==> src/rtl/truth_table_sweeper.sv <==
// Stimulus/capture stage for a combinational truth-table block: drives every input row, waits a settle
// window, packs the sampled outputs into a table and compares it against a golden table latched at start.
module truth_table_sweeper #(
    parameter int N_IN          = 3,
    parameter int N_OUT         = 2,
    parameter int SETTLE_CYCLES = 2
) (
    input  logic                       clk,
    input  logic                       rst_n,
    input  logic                       start,
    input  logic [(2**N_IN)*N_OUT-1:0] expected,
    output logic [N_IN-1:0]            in_vec,
    input  logic [N_OUT-1:0]           out_vec,
    output logic                       busy,
    output logic                       done,
    output logic [(2**N_IN)*N_OUT-1:0] table_out,
    output logic                       table_valid,
    output logic                       pass,
    output logic [N_IN-1:0]            fail_row
);
    localparam int ROWS  = 2**N_IN;
    localparam int TW    = ROWS*N_OUT;
    localparam int CNT_W = $clog2(SETTLE_CYCLES + 1);
    localparam logic [CNT_W-1:0] CNT_LAST = CNT_W'(SETTLE_CYCLES - 1);
    localparam logic [N_IN-1:0]  ROW_LAST = N_IN'(ROWS - 1);

    typedef enum logic [1:0] {
        ST_IDLE   = 2'd0,
        ST_SWEEP  = 2'd1,
        ST_FINISH = 2'd2
    } state_t;

    state_t            r_state;
    logic [N_IN-1:0]   r_in_vec;
    logic [CNT_W-1:0]  r_cnt;
    logic              r_busy;
    logic              r_done;
    logic [TW-1:0]     r_table;
    logic              r_table_valid;
    logic              r_pass;
    logic [N_IN-1:0]   r_fail_row;
    logic              r_fail_seen;
    logic [TW-1:0]     r_expected;

    logic [N_OUT-1:0]  w_exp_slice;
    logic              w_sample;
    logic              w_last_row;
    logic              w_row_mismatch;

    // Row-level decode: golden slice for the current row, sampling edge and last-row detection.
    always_comb begin
        w_exp_slice    = r_expected[int'(r_in_vec)*N_OUT +: N_OUT];
        w_sample       = (r_cnt == CNT_LAST);
        w_last_row     = (r_in_vec == ROW_LAST);
        w_row_mismatch = (out_vec != w_exp_slice);
    end

    // Sweep FSM with all outputs registered.
    always_ff @(posedge clk or negedge rst_n) begin
        if (!rst_n) begin
            r_state       <= ST_IDLE;
            r_in_vec      <= {N_IN{1'b0}};
            r_cnt         <= {CNT_W{1'b0}};
            r_busy        <= 1'b0;
            r_done        <= 1'b0;
            r_table       <= {TW{1'b0}};
            r_table_valid <= 1'b0;
            r_pass        <= 1'b0;
            r_fail_row    <= {N_IN{1'b0}};
            r_fail_seen   <= 1'b0;
            r_expected    <= {TW{1'b0}};
        end else begin
            r_done <= 1'b0;
            case (r_state)
                ST_IDLE: begin
                    if (start) begin
                        r_busy        <= 1'b1;
                        r_in_vec      <= {N_IN{1'b0}};
                        r_cnt         <= {CNT_W{1'b0}};
                        r_table_valid <= 1'b0;
                        r_pass        <= 1'b0;
                        r_fail_row    <= {N_IN{1'b0}};
                        r_fail_seen   <= 1'b0;
                        r_expected    <= expected;
                        r_table       <= {TW{1'b0}};
                        r_state       <= ST_SWEEP;
                    end
                end
                ST_SWEEP: begin
                    if (w_sample) begin
                        r_cnt <= {CNT_W{1'b0}};
                        r_table[int'(r_in_vec)*N_OUT +: N_OUT] <= out_vec;
                        // Only the first mismatch is reported; later rows never overwrite it.
                        if (w_row_mismatch && !r_fail_seen) begin
                            r_fail_row  <= r_in_vec;
                            r_fail_seen <= 1'b1;
                        end
                        if (w_last_row) begin
                            r_in_vec <= {N_IN{1'b0}};
                            r_state  <= ST_FINISH;
                        end else begin
                            r_in_vec <= r_in_vec + N_IN'(1);
                        end
                    end else begin
                        r_cnt <= r_cnt + CNT_W'(1);
                    end
                end
                ST_FINISH: begin
                    r_done        <= 1'b1;
                    r_table_valid <= 1'b1;
                    r_busy        <= 1'b0;
                    r_pass        <= ~r_fail_seen;
                    r_state       <= ST_IDLE;
                end
                default: begin
                    r_state <= ST_IDLE;
                end
            endcase
        end
    end

    assign in_vec      = r_in_vec;
    assign busy        = r_busy;
    assign done        = r_done;
    assign table_out   = r_table;
    assign table_valid = r_table_valid;
    assign pass        = r_pass;
    assign fail_row    = r_fail_row;

endmodule
==> config.mk <==
export PLATFORM = sky130hd
export DESIGN_NAME = truth_table_sweeper
export DESIGN_NICKNAME = d
export VERILOG_FILES = /design/src/rtl/truth_table_sweeper.sv
export SDC_FILE = /design/constraint.sdc
export NUM_CORES = 1
export LEC_CHECK = 0
export BUFFER_PORTS_ARGS = -buffer_cell sky130_fd_sc_hd__buf_2
export CORE_MARGIN = 5
export CORE_UTILIZATION = 49
export DETAILED_ROUTE_END_ITERATION = 6
export PLACE_DENSITY = 0.76
export SYNTH_ARGS = -nofsm -noshare
export SYNTH_HDL_FRONTEND = slang
export SYNTH_SLANG_ARGS = --single-unit
==> constraint.sdc <==
create_clock -name clk -period 2.32 [get_ports clk]
set_input_delay 0.232 -clock clk [delete_from_list [all_inputs] [get_ports clk]]
set_output_delay 0.232 -clock clk [all_outputs]
set_load 0.03 [all_outputs]
Word-level counts from Yosys, hierarchy flattened:

Index checks and enable logic that the tools add are counted.

* bits in registers: 47
* input port bits: 21
* output and inout port bits: 26
* logic and storage cells: 65

* $add $sub $neg: 3
* equality and inequality tests: 9
* shift-type cells: 3
* muxes and demuxes: 27
* bitwise logic cells: 1
* reduce and logical (&&, ||, !) cells: 11

Operators with widths (count)
* $neg 4->33: 1
* $shift 2x33->16 const A: 1
* $shiftx 2x33->16: 1
* $mux 16: 2
* $pmux 16 s2: 1
* $bwmux 16: 1
* $shiftx 16x5->2: 1
* $mux 3: 5
* $pmux 3 s2: 2
* $mux 2: 5
* $ne 2x2->1 const B: 4
* $pmux 1 s2: 4
* $pmux 2 s2: 2
* $reduce_and 2->1: 3
* $reduce_and 3->1: 2
* $mux 1: 5
* $eq 2x1->1 const B: 2
* $reduce_and 4->1: 1
* $reduce_bool 2->1: 2
* $add 3x1->3 const B: 1
* $eq 3x3->1 const B: 1
* $add 2x1->2 const B: 1
* $eq 2x2->1 const B: 1
* $logic_not 2->1: 1
* 4 further kinds: 4

Depth between registers and ports, before layout:

Gate-level depths: netlist of the first run.

* depth after elaboration: 6
* gate-level depth with buffers: 10
* depth with buffers taken out: 8

Worst setup path before layout of the first run:

OpenSTA, ideal clock, no wires.

* kind: reg-to-reg
* from: register r_in_vec[0], in the netlist in_vec[0]
* to: register r_table[0], in the netlist table_out[0]
* library setup time: 0.121 ns
* arrival time: 2.359 ns
* required time: 2.199 ns
* path slack: -0.160 ns
* cell stages (with the launch flop): 10
* buffers on the path: 2
* period minus slack after synthesis: 2.480 ns
* path through: dfrtp_1 -> buf_6 -> buf_12 -> inv_1 -> ha_1 -> ha_1 -> or4b_1 -> nor3_1 -> o21ai_1 -> a22o_1

* word-level cells in the longest chain between the ends: 5
* elaborated cells between the ends (all ways): 6
* those cells by class: add/sub: 1; shift: 2; mux: 3

RTL lines
* start: declaration: line 34 `logic [N_IN-1:0] r_in_vec;`
* start signal: assignment: line 62 `r_in_vec <= {N_IN{1'b0}};`
* start signal: assignment: line 78 `r_in_vec <= {N_IN{1'b0}};`
* start signal: assignment: line 99 `r_in_vec <= {N_IN{1'b0}};`
* $neg 4->33 (*): line 92 `r_table[int'(r_in_vec)*N_OUT +: N_OUT] <= out_vec;`
* $shiftx 2x33->16 / $shift 2x33->16 (equally long branches): line 92
* $bwmux 16 (*): line 92
* $mux 16 (*): line 90 `if (w_sample) begin`
* $pmux 16 s2 (*): line 74 `case (r_state)`
* end signal: assignment: line 66 `r_table <= {TW{1'b0}};`
* end signal: assignment: line 85 `r_table <= {TW{1'b0}};`
* end signal: indexed assignment: line 92
* end: declaration: line 38 `logic [TW-1:0] r_table;`

Every way passes the cells marked *; elsewhere a longest branch is shown, timed or not. The select of a mux whose other input is x is not followed.
A chain may end at the register's enable or synchronous reset.

Worst setup path in the final report of the first run:

* from: register r_in_vec[0], in the netlist in_vec[0]
* to: register r_table[1], in the netlist table_out[1]

The elaborated chain is that of the path after synthesis.

==> results.md, run 1 <==
- The final net count is 305.
- In the global route stage, overall resource usage came out at 16.4%.
- The root buffer cell chosen for the clock tree is clkbuf_8.
- The number of buffers created by CTS is 5.
- The half-perimeter wire length after detailed placement is 3460 um.
- The fraction of the cycle the final worst path needs is 90.3%.
- STA classifies the critical path startpoint as a flop.
- The detailed-routing iteration count for the pre-antenna-repair pass is 4.
- The area fraction in and, or, nand and nor cells after synthesis is 21.9%.
- The proportion of synthesized flip-flops having asynchronous set or reset is 100%.
- The final-report max-slew violation count is 0.
- The initial utilization of the core area, before any placement, comes to 51.1%.
- Dividing the detail-routed wire length by the instance count gives 14.0 um.
- The most area-hungry cell type in the Yosys netlist is dfrtp_1.
- The top cell type's share of synthesized area is 52.5%.
- In this run the mean area of a mapped cell was 9.90 um2.
- The commonest non-fill, non-tap cell in the layout is nand2_1.
- The synthesized netlist cell count is 226.
- The area of the core region is 4380 um2.
- The critical path goes through inv_1, ha_1, ha_1, or4b_1, nor3_2, and3_1, a22o_1.
- Setup violations remaining at the end of the flow were counted as 0.
- The clock slew seen by the registers of the worst setup and hold paths is 0.08 ns.
- The flop and latch count out of synthesis is 47.
- Together, buffers and inverters on the worst path number 1.
- The compound-gate portion of the synthesized area is 10.5%.
- The net count after synthesis is 254.
- For the worst setup path, the data required time is 2.55 ns.
- The path category of the worst min-delay check is in2async.
- For this design, the sink count on the clock tree is 47.
- For this block, the routed nets add up to 4610 um of wire.
- In this design, the critical path's most frequently occurring cell is ha_1.
- Once the clock tree was built, the setup fixing pass inserted 0 buffers.
- In this run the tool buffered the top-level ports with 46 buffer cells.
- The power density over the cells is 1370 nW/um2.
- The dominant register cell in the synthesized netlist is dfrtp_1.
- The count of antenna-violating nets left after detailed routing is 0.
- Across the run, the number of max-cap violations was 0.
- The violation count after the first detailed-routing iteration is 148.
- On the final layout, the worst clock skew is 0.00434 ns.
- During synthesis, Yosys emitted a total of 0 warnings.
- The remaining design rule violation count is 0.
- The final critical-path required period is 2.10 ns.
- By area the synthesized netlist is led by dfrtp_1 (53%), nand2_1 (13%), mux2i_1 (4.9%).
- The initial antenna violation count was 0.
- The total vias in the final route is 1,727.
- The critical path is of the reg2reg type.
- Entering global routing, the biggest net connects 41 pins.
- 47 I/O pins were placed.
- The clock passes through at most 2 buffers.
- Summing the sequential cell areas from Yosys gives 52.5% of the chip area.
- The antenna diode instance count is 0.
- The number of resized instances in the post-cts repair step is 0.
- The first global-routing pass estimated 8160 um of wire.
- At the pin with the least slew margin, the transition time is 0.842 ns.
- The number of hold buffers added after CTS was 0.
- At the later pin of the worst-skew pair, clock insertion delay measures 0.29 ns.
- The worst ir drop on vdd is 590 uV.
- The die is 77.6 um tall.
- Setup repair after global routing left no endpoint under its margin.
- Across all register-to-register paths, the minimum setup slack is 0.22 ns.
- The number of hold-slack violations in the final timing report came to 0.
- The leftover overflow at the end of global routing is 0.
- In the layout the commonest cells are nand2_1 (75), dfrtp_1 (46), buf_2 (46), mux2i_1 (11), o21ai_0 (10).
- Using the TritonRoute via totals, the vias-per-cell ratio works out to 5.23.
- In this run the worst path has a maximum fanout of 5.
- TritonCTS built the clock tree.
- In this run the static leakage power is 1.39 nW.
- For this run, the top clock speed supported by timing is 477 MHz.
- The cell area after placement is 2550 um2.
- The total number of placement rows is 24.
- The share of synthesized cell area in full adder, half adder and majority cells is 3.91%.
- The ratio of cells with drive above 1 in the final layout is 23.7%.
- The total negative setup slack is 0 ns.
- The largest family of logic cells by synthesized area is simple AND/OR/NAND/NOR gates.
- The xor and xnor fraction of the mapped netlist area is 0.783%.
- On the critical path, the stage with the largest delay is an instance of or4b_1.
- In this design, the stage delay of the slowest critical-path cell is 0.49 ns.
- STA classifies the critical path endpoint as a flop.
- The number of levels the H-tree was split into is 2.
- Grouping stages by cell kind, the critical path spends the most delay in simple AND/OR/NAND/NOR gates.
- After routing the design area is 2630 um2.
- The overall die area is 6020 um2.
- The unique cell type count in the Yosys netlist is 38.
- The die is 77.6 um wide.
- The number of global-route vias before repair is 1,771.
- The flow ran to the end, and the final reports show no timing, DRC or antenna violations.
- The signed area change from the synthesized netlist to the final layout is 17.7%.
- In this run the tightest slew margin relative to its limit is 43.9%.
- In the synthesized netlist, mux cells make up 6.93% of the area.
- STA puts the critical path data arrival time at 2.33 ns.
- The cell area that synthesis handed to floorplanning was 2240 um2.
- The final hold slack is 0.0386 ns.
- The number of enable-type register cells in the synthesized netlist is 0.
- The final weighted congestion in routability-driven placement is 0.843.
state kept, by name, indices dropped and copies added, names as in the netlist:
register     count
r_expected      16
table_out       16
fail_row         3
in_vec           3
r_cnt            2
r_state          2
busy             1
done             1
pass             1
r_fail_seen      1
table_valid      1
where the power goes:
group	leakage [nW]	internal (W)	switching, W	total (W)
clock	0.0422	0.000212	0.000253	0.000465
sequential	0.608	0.00112	0.000183	0.00131
combinational	0.741	0.000678	0.00115	0.00183
total	1.39	0.00201	0.00159	0.00360
stage by stage:
step	cells	util [%]	worst slack [ns]	power (W)
after detailed placement	322	58.2	0.260	0.00315
final	330	60.1	0.224	0.00360
after global routing	330	60.1	0.145	0.00389
after global placement	322	58.2	0.333	0.00312
after floorplan	226	-	0.0274	0.00268
after CTS	330	60.1	0.232	0.00363
routing by layer:
metal  track usage, %  part of all wire, %  vias up
met5                0                    0        -
met4             4.64                  1.1        0
met3             3.94                  4.7        6
met2             27.2                   47       31
met1             21.5                   47      815
li1                 -                    -      875
path summary, 6_finish.rpt:
check                                  start        endpoint  depth (start not counted)
worst max-delay path               in_vec[0]    table_out[1]                          7
worst max register to register     in_vec[0]    table_out[1]                          7
worst min register to register   table_valid     table_valid                          2
min in group clk                expected[15]  r_expected[15]                          3
max in group asynchronous              rst_n   table_out[15]                          2
worst min-delay path                   rst_n  r_expected[12]                          1
cells by family after synthesis:
logic type,Yosys count
compound gates,34
mux,13
xor+xnor,2
flops,47
buf+inv,14
fa+ha+maj,7
simple gates,109
Yosys cell counts (all sizes together), types with 4 or more instances:
cell	count
nor2	4
nand2b	4
a22o	5
inv	5
dfrtp	47
nand3	7
nand2	75
o21ai	16
ha	7
clkbuf	6
mux2i	11
final cells by class:
| type | instances | area (um2) |
|---|---|---|
| inverters | 5 | 18.8 |
| well taps | 52 | 65.1 |
| clock inverters | 1 | 5.00 |
| fillers | 415 | 1750 |
| clock buffers | 7 | 76.3 |
| repair buffers | 53 | 283 |
| flip-flops and latches | 47 | 1180 |
| multi-input cells | 165 | 1010 |
(Power assumes the default switching activity.)
==> inputs of run 2 (changes only) <==
--- a/config.mk
+++ b/config.mk
@@ -8,6 +8,7 @@
 export BUFFER_PORTS_ARGS = -buffer_cell sky130_fd_sc_hd__buf_2
 export CORE_MARGIN = 5
 export CORE_UTILIZATION = 49
+export CTS_BUF_LIST = sky130_fd_sc_hd__clkbuf_16
 export DETAILED_ROUTE_END_ITERATION = 6
 export PLACE_DENSITY = 0.76
 export SYNTH_ARGS = -nofsm -noshare
==> run 2 against run 1 <==
Net effect: final cell count is the same; non-clock buffer count is the same; hold slack gained 0.027 ns; power grew 6.2%; core utilization grew 1.3 points; critical path depth is the same; worst setup slack gained 0.011 ns; die area is the same; combinational power is essentially flat; sequential power is essentially flat; critical path type unchanged; critical endpoint unchanged.
==> results.md, run 2 (synthesis results as in run 1) <==
- The flow ran to the end, and the final reports show no timing, DRC or antenna violations.
- After detailed routing, the average wire length per cell comes to 14.2 um.
- For the worst-skew pair, the clock arrives at the later sink with an insertion delay of 0.28 ns.
- The clock sink count is 47.
- Power spread over the standard cell area amounts to 1420 nW/um2.
- The final net count is 305.
- The path depth of the worst reg2reg path is 7.
- Compared with the post-synthesis result, the final layout area differs by 20.2%.
- Global routing consumed, on the met1 layer, 22.4% of the routing resources.
- The path category of the worst min-delay check is in2async.
- The total negative setup slack is 0 ns.
- The type of destination of the critical path is a flop.
- Among cell families on the critical path, the largest total delay comes from simple AND/OR/NAND/NOR gates.
- The worst register-to-register path begins at in_vec[0].
- The worst setup slack for register-to-register paths is 0.24 ns.
- VDD sags by at most 670 uV.
- The actual slew at the worst max-slew pin is 0.858 ns.
- On the critical path, the stage with the largest delay is an instance of or4b_1.
- The first TritonRoute pass finished after 4 iterations.
- The number of global-route vias before repair was 1,784.
- The leftover overflow at the end of global routing is 0.
- In the layout the commonest cells are nand2_1 (75), dfrtp_1 (46), buf_2 (46), mux2i_1 (11), o21ai_0 (10).
- The routed layout has 1,755 vias.
- On the final layout, the worst clock skew is 0.00428 ns.
- After floorplanning, the core was divided into 24 placement rows.
- The H-tree was split into 2 levels.
- Summed over all nets, the half-perimeter wirelength after detailed placement is 3460 um.
- After detailed routing, the number of vias per cell comes to 5.32.
- The critical path buffer and inverter count is 1.
- Net switching is 42.6% of the power.
- Across the run, the number of max-cap violations was 0.
- The final-report max-slew violation count is 0.
- Of the total power, registers draw 34.2%.
- Setup repair after global routing left no endpoint under its margin.
- The routing layer with the top usage in global route is met2.
- The ratio of cells with drive above 1 in the final layout is 23.7%.
- The global router's overall resource usage is 16.7%.
- The number of hold-slack violations in the final timing report came to 0.
- In this run, CTS created clock tree buffers numbering 5.
- At the worst endpoint, the arrival time is 2.25 ns.
- Of the total power, the clock network draws 17.6%.
- In this design, the critical path's most frequently occurring cell is ha_1.
- The maximum frequency from static timing analysis is 480 MHz.
- The setup path with the least slack is of type reg2reg.
- The required time at the worst-slack endpoint is 2.49 ns.
- In this run the critical register-to-register path is captured at table_out[1].
- On the final layout, the worst hold slack is 0.0656 ns.
- The number of filler cells placed in the layout is 402.
- The effective utilization at floorplan is 51.1%.
- The number of antenna diodes in the final layout is 0.
- Global routing used 27.1% of the available met2 tracks.
- The number of input and output port buffers inserted is 46.
- Summing internal, switching and leakage power gives 0.00382 W.
- TritonCTS built the clock tree.
- The count of antenna-violating nets left after detailed routing is 0.
- Summed over all cells, the static leakage comes to 1.42 nW.
- The floorplan step defined a die boundary enclosing 6020 um2.
- The final design utilization is 61.4%.
- The setup violation total in the final timing report is 0.
- The fraction of the cycle the final worst path needs is 89.9%.
- Measured along the y axis, the die boundary spans 77.6 um.
- After the first detailed-routing iteration, the DRC count stood at 109.
- After floorplanning, the core was sized to cover 4380 um2.
- The library cell used most frequently in the layout, excluding fill and tap cells, is nand2_1.
- Post-CTS timing repair inserted 0 buffers for setup.
- Entering global routing, the biggest net connects 41 pins.
- 47 I/O pins were placed.
- The deepest clock path buffer count is 2.
- The initial antenna violation count is 0.
- The worst path needs 2.08 ns of the cycle, external delays included.
- The largest fanout of any net on the critical path is 5.
- For this design the total switching power over the nets is 0.00163 W.
- The internal power of the cells totals 0.00219 W.
- The number of hold buffers added after CTS was 0.
- The wire length of the first global-routing pass is 8270 um.
- Once the clock tree was built, the resizer swapped 0 gates to a different size.
- In this design, the stage delay of the slowest critical-path cell is 0.48 ns.
- In the routed design, unresolved DRC markers number 0.
- The final weighted congestion in routability-driven placement is 0.843.
- The startpoint type of the worst setup path is a flop.
- The horizontal extent of the die is 77.6 um.
- The total length of routed wires is 4690 um.
- The share of total power dissipated in combinational logic is 48.2%.
- After clock tree synthesis, the clock-pin slew on the worst setup and hold paths is 0.06 ns.
- The clock root buffer is clkbuf_16.
- The worst pin sits at a relative slew slack of 42.8%.
- The critical path goes through inv_1, ha_1, ha_1, or4b_1, nor3_2, o21ai_1, a22o_1.
- In the global route stage, met3 resource usage came out at 3.59%.
-- run 2: how the worst max path moves through the flow --
stage | startpoint | end | slack [ns] | depth (start not counted)
2_1_floorplan | in_vec[0] | table_out[0] | 0.03 | 9
5_1_grt | in_vec[0] | fail_row[2] | 0.13 | 6
3_3_place_gp | in_vec[0] | fail_row[2] | 0.33 | 6
6_report | in_vec[0] | table_out[1] | 0.24 | 7
3_5_place_dp | in_vec[0] | table_out[0] | 0.26 | 7
4_1_cts | in_vec[0] | table_out[1] | 0.24 | 7
-- run 2: through the flow --
step                area [um2]  instances  worst slack, ns
global route              2690        330            0.135
CTS                       2690        330            0.236
finish                    2690        330            0.235
detailed placement        2550        322            0.260
global placement          2550        322            0.333
floorplan                 2260        226           0.0274
-- run 2: power groups by stage --
| stage | combinational (W) | sequential [W] | clock [W] |
|---|---|---|---|
| 2_1_floorplan | 0.00108 | 0.00160 | 0 |
| 3_3_place_gp | 0.00180 | 0.00132 | 0 |
| 3_5_place_dp | 0.00183 | 0.00133 | 0 |
| 4_1_cts | 0.00185 | 0.00131 | 0.000681 |
| 5_1_grt | 0.00203 | 0.00135 | 0.000721 |
| 6_report | 0.00184 | 0.00131 | 0.000672 |
-- run 2: metal layers --
layer,share of wire [%],vias to the layer above
met5,0,-
met4,1.3,0
met3,4.2,4
met2,47,34
met1,47,838
li1,-,879
-- run 2: layout make-up --
| class | instances | area (um2) | area share, % |
|---|---|---|---|
| clock buffers | 5 | 125 | 4.65 |
| clock inverters | 3 | 12.5 | 0.465 |
| inverters | 5 | 18.8 | 0.698 |
| multi-input cells | 165 | 1010 | 37.5 |
| flip-flops and latches | 47 | 1180 | 43.8 |
| well taps | 52 | 65.1 | 2.42 |
| repair buffers | 53 | 283 | 10.5 |
==> inputs of run 3 (changes only) <==
--- a/config.mk
+++ b/config.mk
@@ -5,7 +5,7 @@
 export SDC_FILE = /design/constraint.sdc
 export NUM_CORES = 1
 export LEC_CHECK = 0
-export BUFFER_PORTS_ARGS = -buffer_cell sky130_fd_sc_hd__buf_2
+export BUFFER_PORTS_ARGS = -buffer_cell sky130_fd_sc_hd__buf_4
 export CORE_MARGIN = 5
 export CORE_UTILIZATION = 49
 export CTS_BUF_LIST = sky130_fd_sc_hd__clkbuf_16
==> run 3 against run 2 <==
Net effect: first-iteration DRC count is 9.2% higher; sequential share of layout area is 2.2 points lower; clock power is 17% higher; sequential power is 3% higher; design area is 5.3% higher; clock-buffer cell count stayed put; highest routed layer unchanged.
==> results.md, run 3 (synthesis results as in run 1) <==
- After floorplanning, the core was divided into 24 placement rows.
- Global routing consumed, over all layers together, 17.8% of the routing resources.
- The count of pins on the block boundary is 47.
- Cell internal power was estimated by the tool at 0.00239 W.
- In this run the tool buffered the top-level ports with 46 buffer cells.
- The area of the core region is 4380 um2.
- The setup violation total in the final timing report is 0.
- The H-tree was split into 2 levels.
- The maximum frequency from static timing analysis is 464 MHz.
- The antenna diode instance count is 0.
- Global routing finished with a remaining overflow of 0.
- Clock skew on the completed layout was measured at 0.00743 ns.
- The number of global-route vias before repair is 1,856.
- The top cell types in the final layout, fill and taps aside, are nand2_1 (75), buf_4 (52), dfrtp_1 (46), mux2i_1 (11), o21ai_0 (10).
- Setup repair after global routing left no endpoint under its margin.
- After routing, the total negative slack on setup checks comes to 0 ns.
- In this run, post-CTS repair resized a total of 0 instances.
- The worst reg2reg path endpoint is table_out[0].
- Compared with the post-synthesis result, the final layout area differs by 26.6%.
- The initial antenna violation count is 0.
- Registers take 1180 um2.
- Of all nets on the critical path, the largest fanout is 10.
- The capture point of the worst path is table_out[0].
- The worst setup path is launched from a flop.
- At the pin with the least slew margin, the transition time is 0.700 ns.
- Across the VDD grid, the largest voltage drop is 727 uV.
- The power density over the cells is 1430 nW/um2.
- The clock sink count is 47.
- The worst slew margin relative to its limit is 53.2%.
- Timing analysis after detailed placement gives a worst setup slack of 0.165 ns.
- The insertion delay to the later sink of the worst-skew pair is 0.28 ns.
- The path depth of the worst reg2reg path is 7.
- The half-perimeter wire length after detailed placement is 3650 um.
- The number of filler cells placed in the layout is 380.
- The overall die area is 6020 um2.
- TritonCTS built the clock tree.
- The leakage power figure is 1.45 nW.
- The fraction of power consumed by sequential logic is 33.5%.
- The ratio of cells with drive above 1 in the final layout is 23.4%.
- The count of antenna-violating nets left after detailed routing is 0.
- The switching part of the total is 40.9%.
- The share of total power in combinational logic is 47.1%.
- The worst path uses 92.8% of the clock period.
- The number of violations of the max-capacitance limit is 0.
- The deepest clock path buffer count is 2.
- The library cell used most frequently in the layout, excluding fill and tap cells, is nand2_1.
- At the end of routability-driven placement, the weighted congestion stood at 0.841.
- The slack of the critical path is 0.167 ns.
- The initial utilization of the core area, before any placement, comes to 51.1%.
- The worst register-to-register path has a setup slack of 0.17 ns.
- After detailed routing, the number of remaining DRC violations is 0.
- In the final routed layout, each cell accounts on average for 15.2 um.
- Of the total power, the clock network draws 19.4%.
- The number of hold-slack violations in the final timing report came to 0.
- The average via count per standard cell is 5.40.
- The flow ran to the end, and the final reports show no timing, DRC or antenna violations.
- The routed design could run at a clock period as short as 2.15 ns.
- The critical path startpoint is in_vec[0].
- The worst hold path belongs to the class in2reg.
- In this run, the number of DRC markers left after iteration 0 of detailed routing was 119.
- The first global-routing pass estimated 8790 um of wire.
- Clock tree synthesis inserted a total of 5 buffers.
- For this run, the detailed router's first-pass iteration total came to 4.
- In the final design database the tool counted 305 nets.
- The detailed router placed 1,781 vias in this run.
- The clock root buffer is clkbuf_16.
- The startpoint identified for the worst register-to-register timing path is in_vec[0].
- The clock slew seen by the registers of the worst setup and hold paths is 0.06 ns.
- The die is 77.6 um tall.
- In the final layout, the multi-input gates occupy 1010 um2.
- The final-report max-slew violation count is 0.
- The worst setup path is captured at a flop.
- After detailed routing, the total wire length is 5000 um.
- The horizontal extent of the die is 77.6 um.
- The switching power is 0.00165 W.
- STA puts the critical path data arrival time at 2.33 ns.
- For the worst setup path, the data required time is 2.50 ns.
- The worst setup path is of the reg2reg kind.
- Entering global routing, the biggest net connects 48 pins.
[run 3: cell types whose count changed in the layout (fill, tap and decap cells not counted), sizes merged]
cell         delta
clkinv          -1
bufinv          +1
buf             -1
dlygate4sd3     +1
[run 3: worst max-delay path, cell delays in order, from the launching register on]
cell and delay (ns):
dfrtp_2 0.51, inv_1 0.09, ha_1 0.25, ha_4 0.24
or4b_1 0.49, nor3_2 0.15, o21ai_1 0.11, a22o_1 0.20
[run 3: metrics by stage]
step	std cells	power [W]	cell area (um2)	utilization (%)	hold slack, ns
floorplan	226	0.00268	2260	-	-0.0636
global placement	321	0.00322	2660	60.7	0.273
detailed placement	321	0.00327	2660	60.7	0.280
CTS	330	0.00409	2830	64.6	0.131
global route	330	0.00434	2830	64.6	0.142
finish	330	0.00405	2830	64.6	0.134
[run 3: worst min-delay path by stage]
stage	start	slack (ns)	cells past startpoint	end
after floorplan	rst_n	-0.06	0	busy
after global placement	rst_n	0.27	1	r_expected[12]
after detailed placement	rst_n	0.28	1	r_expected[5]
after CTS	expected[4]	0.13	3	r_expected[4]
after global routing	expected[0]	0.14	3	r_expected[0]
final	expected[0]	0.13	3	r_expected[0]
[run 3: routing by layer]
| layer | up-vias | wire, um | track usage, % |
|---|---|---|---|
| li1 | 874 | - | - |
| met1 | 850 | 2220 | 23.5 |
| met2 | 49 | 2420 | 28.6 |
| met3 | 8 | 284 | 4.86 |
| met4 | 0 | 72 | 5.67 |
| met5 | - | 0 | 0 |
[run 3: cell type report]
class                           count  share of cell area, %
Timing Repair Buffer               53                   14.1
Tap cell                           52                   2.30
Clock inverter                      3                   1.33
Clock buffer                        5                   4.42
Inverter                            5                  0.663
Sequential cell                    47                   41.6
Multi-Input combinational cell    165                   35.6
[run 3: power groups by stage]
| stage | Sequential [W] | Clock (W) | Combinational [W] |
|---|---|---|---|
| final | 0.00135 | 0.000785 | 0.00191 |
| after global routing | 0.00140 | 0.000832 | 0.00211 |
| after CTS | 0.00136 | 0.000805 | 0.00193 |
| after detailed placement | 0.00137 | 0 | 0.00191 |
| after global placement | 0.00136 | 0 | 0.00187 |
| after floorplan | 0.00160 | 0 | 0.00108 |
[run 3: what timing repair did]
| action | CTS | global route |
|---|---|---|
| hold endpoints to repair | 47 | 0 |
| buffers inserted | 0 | 0 |
| hold buffers | 1 | 0 |
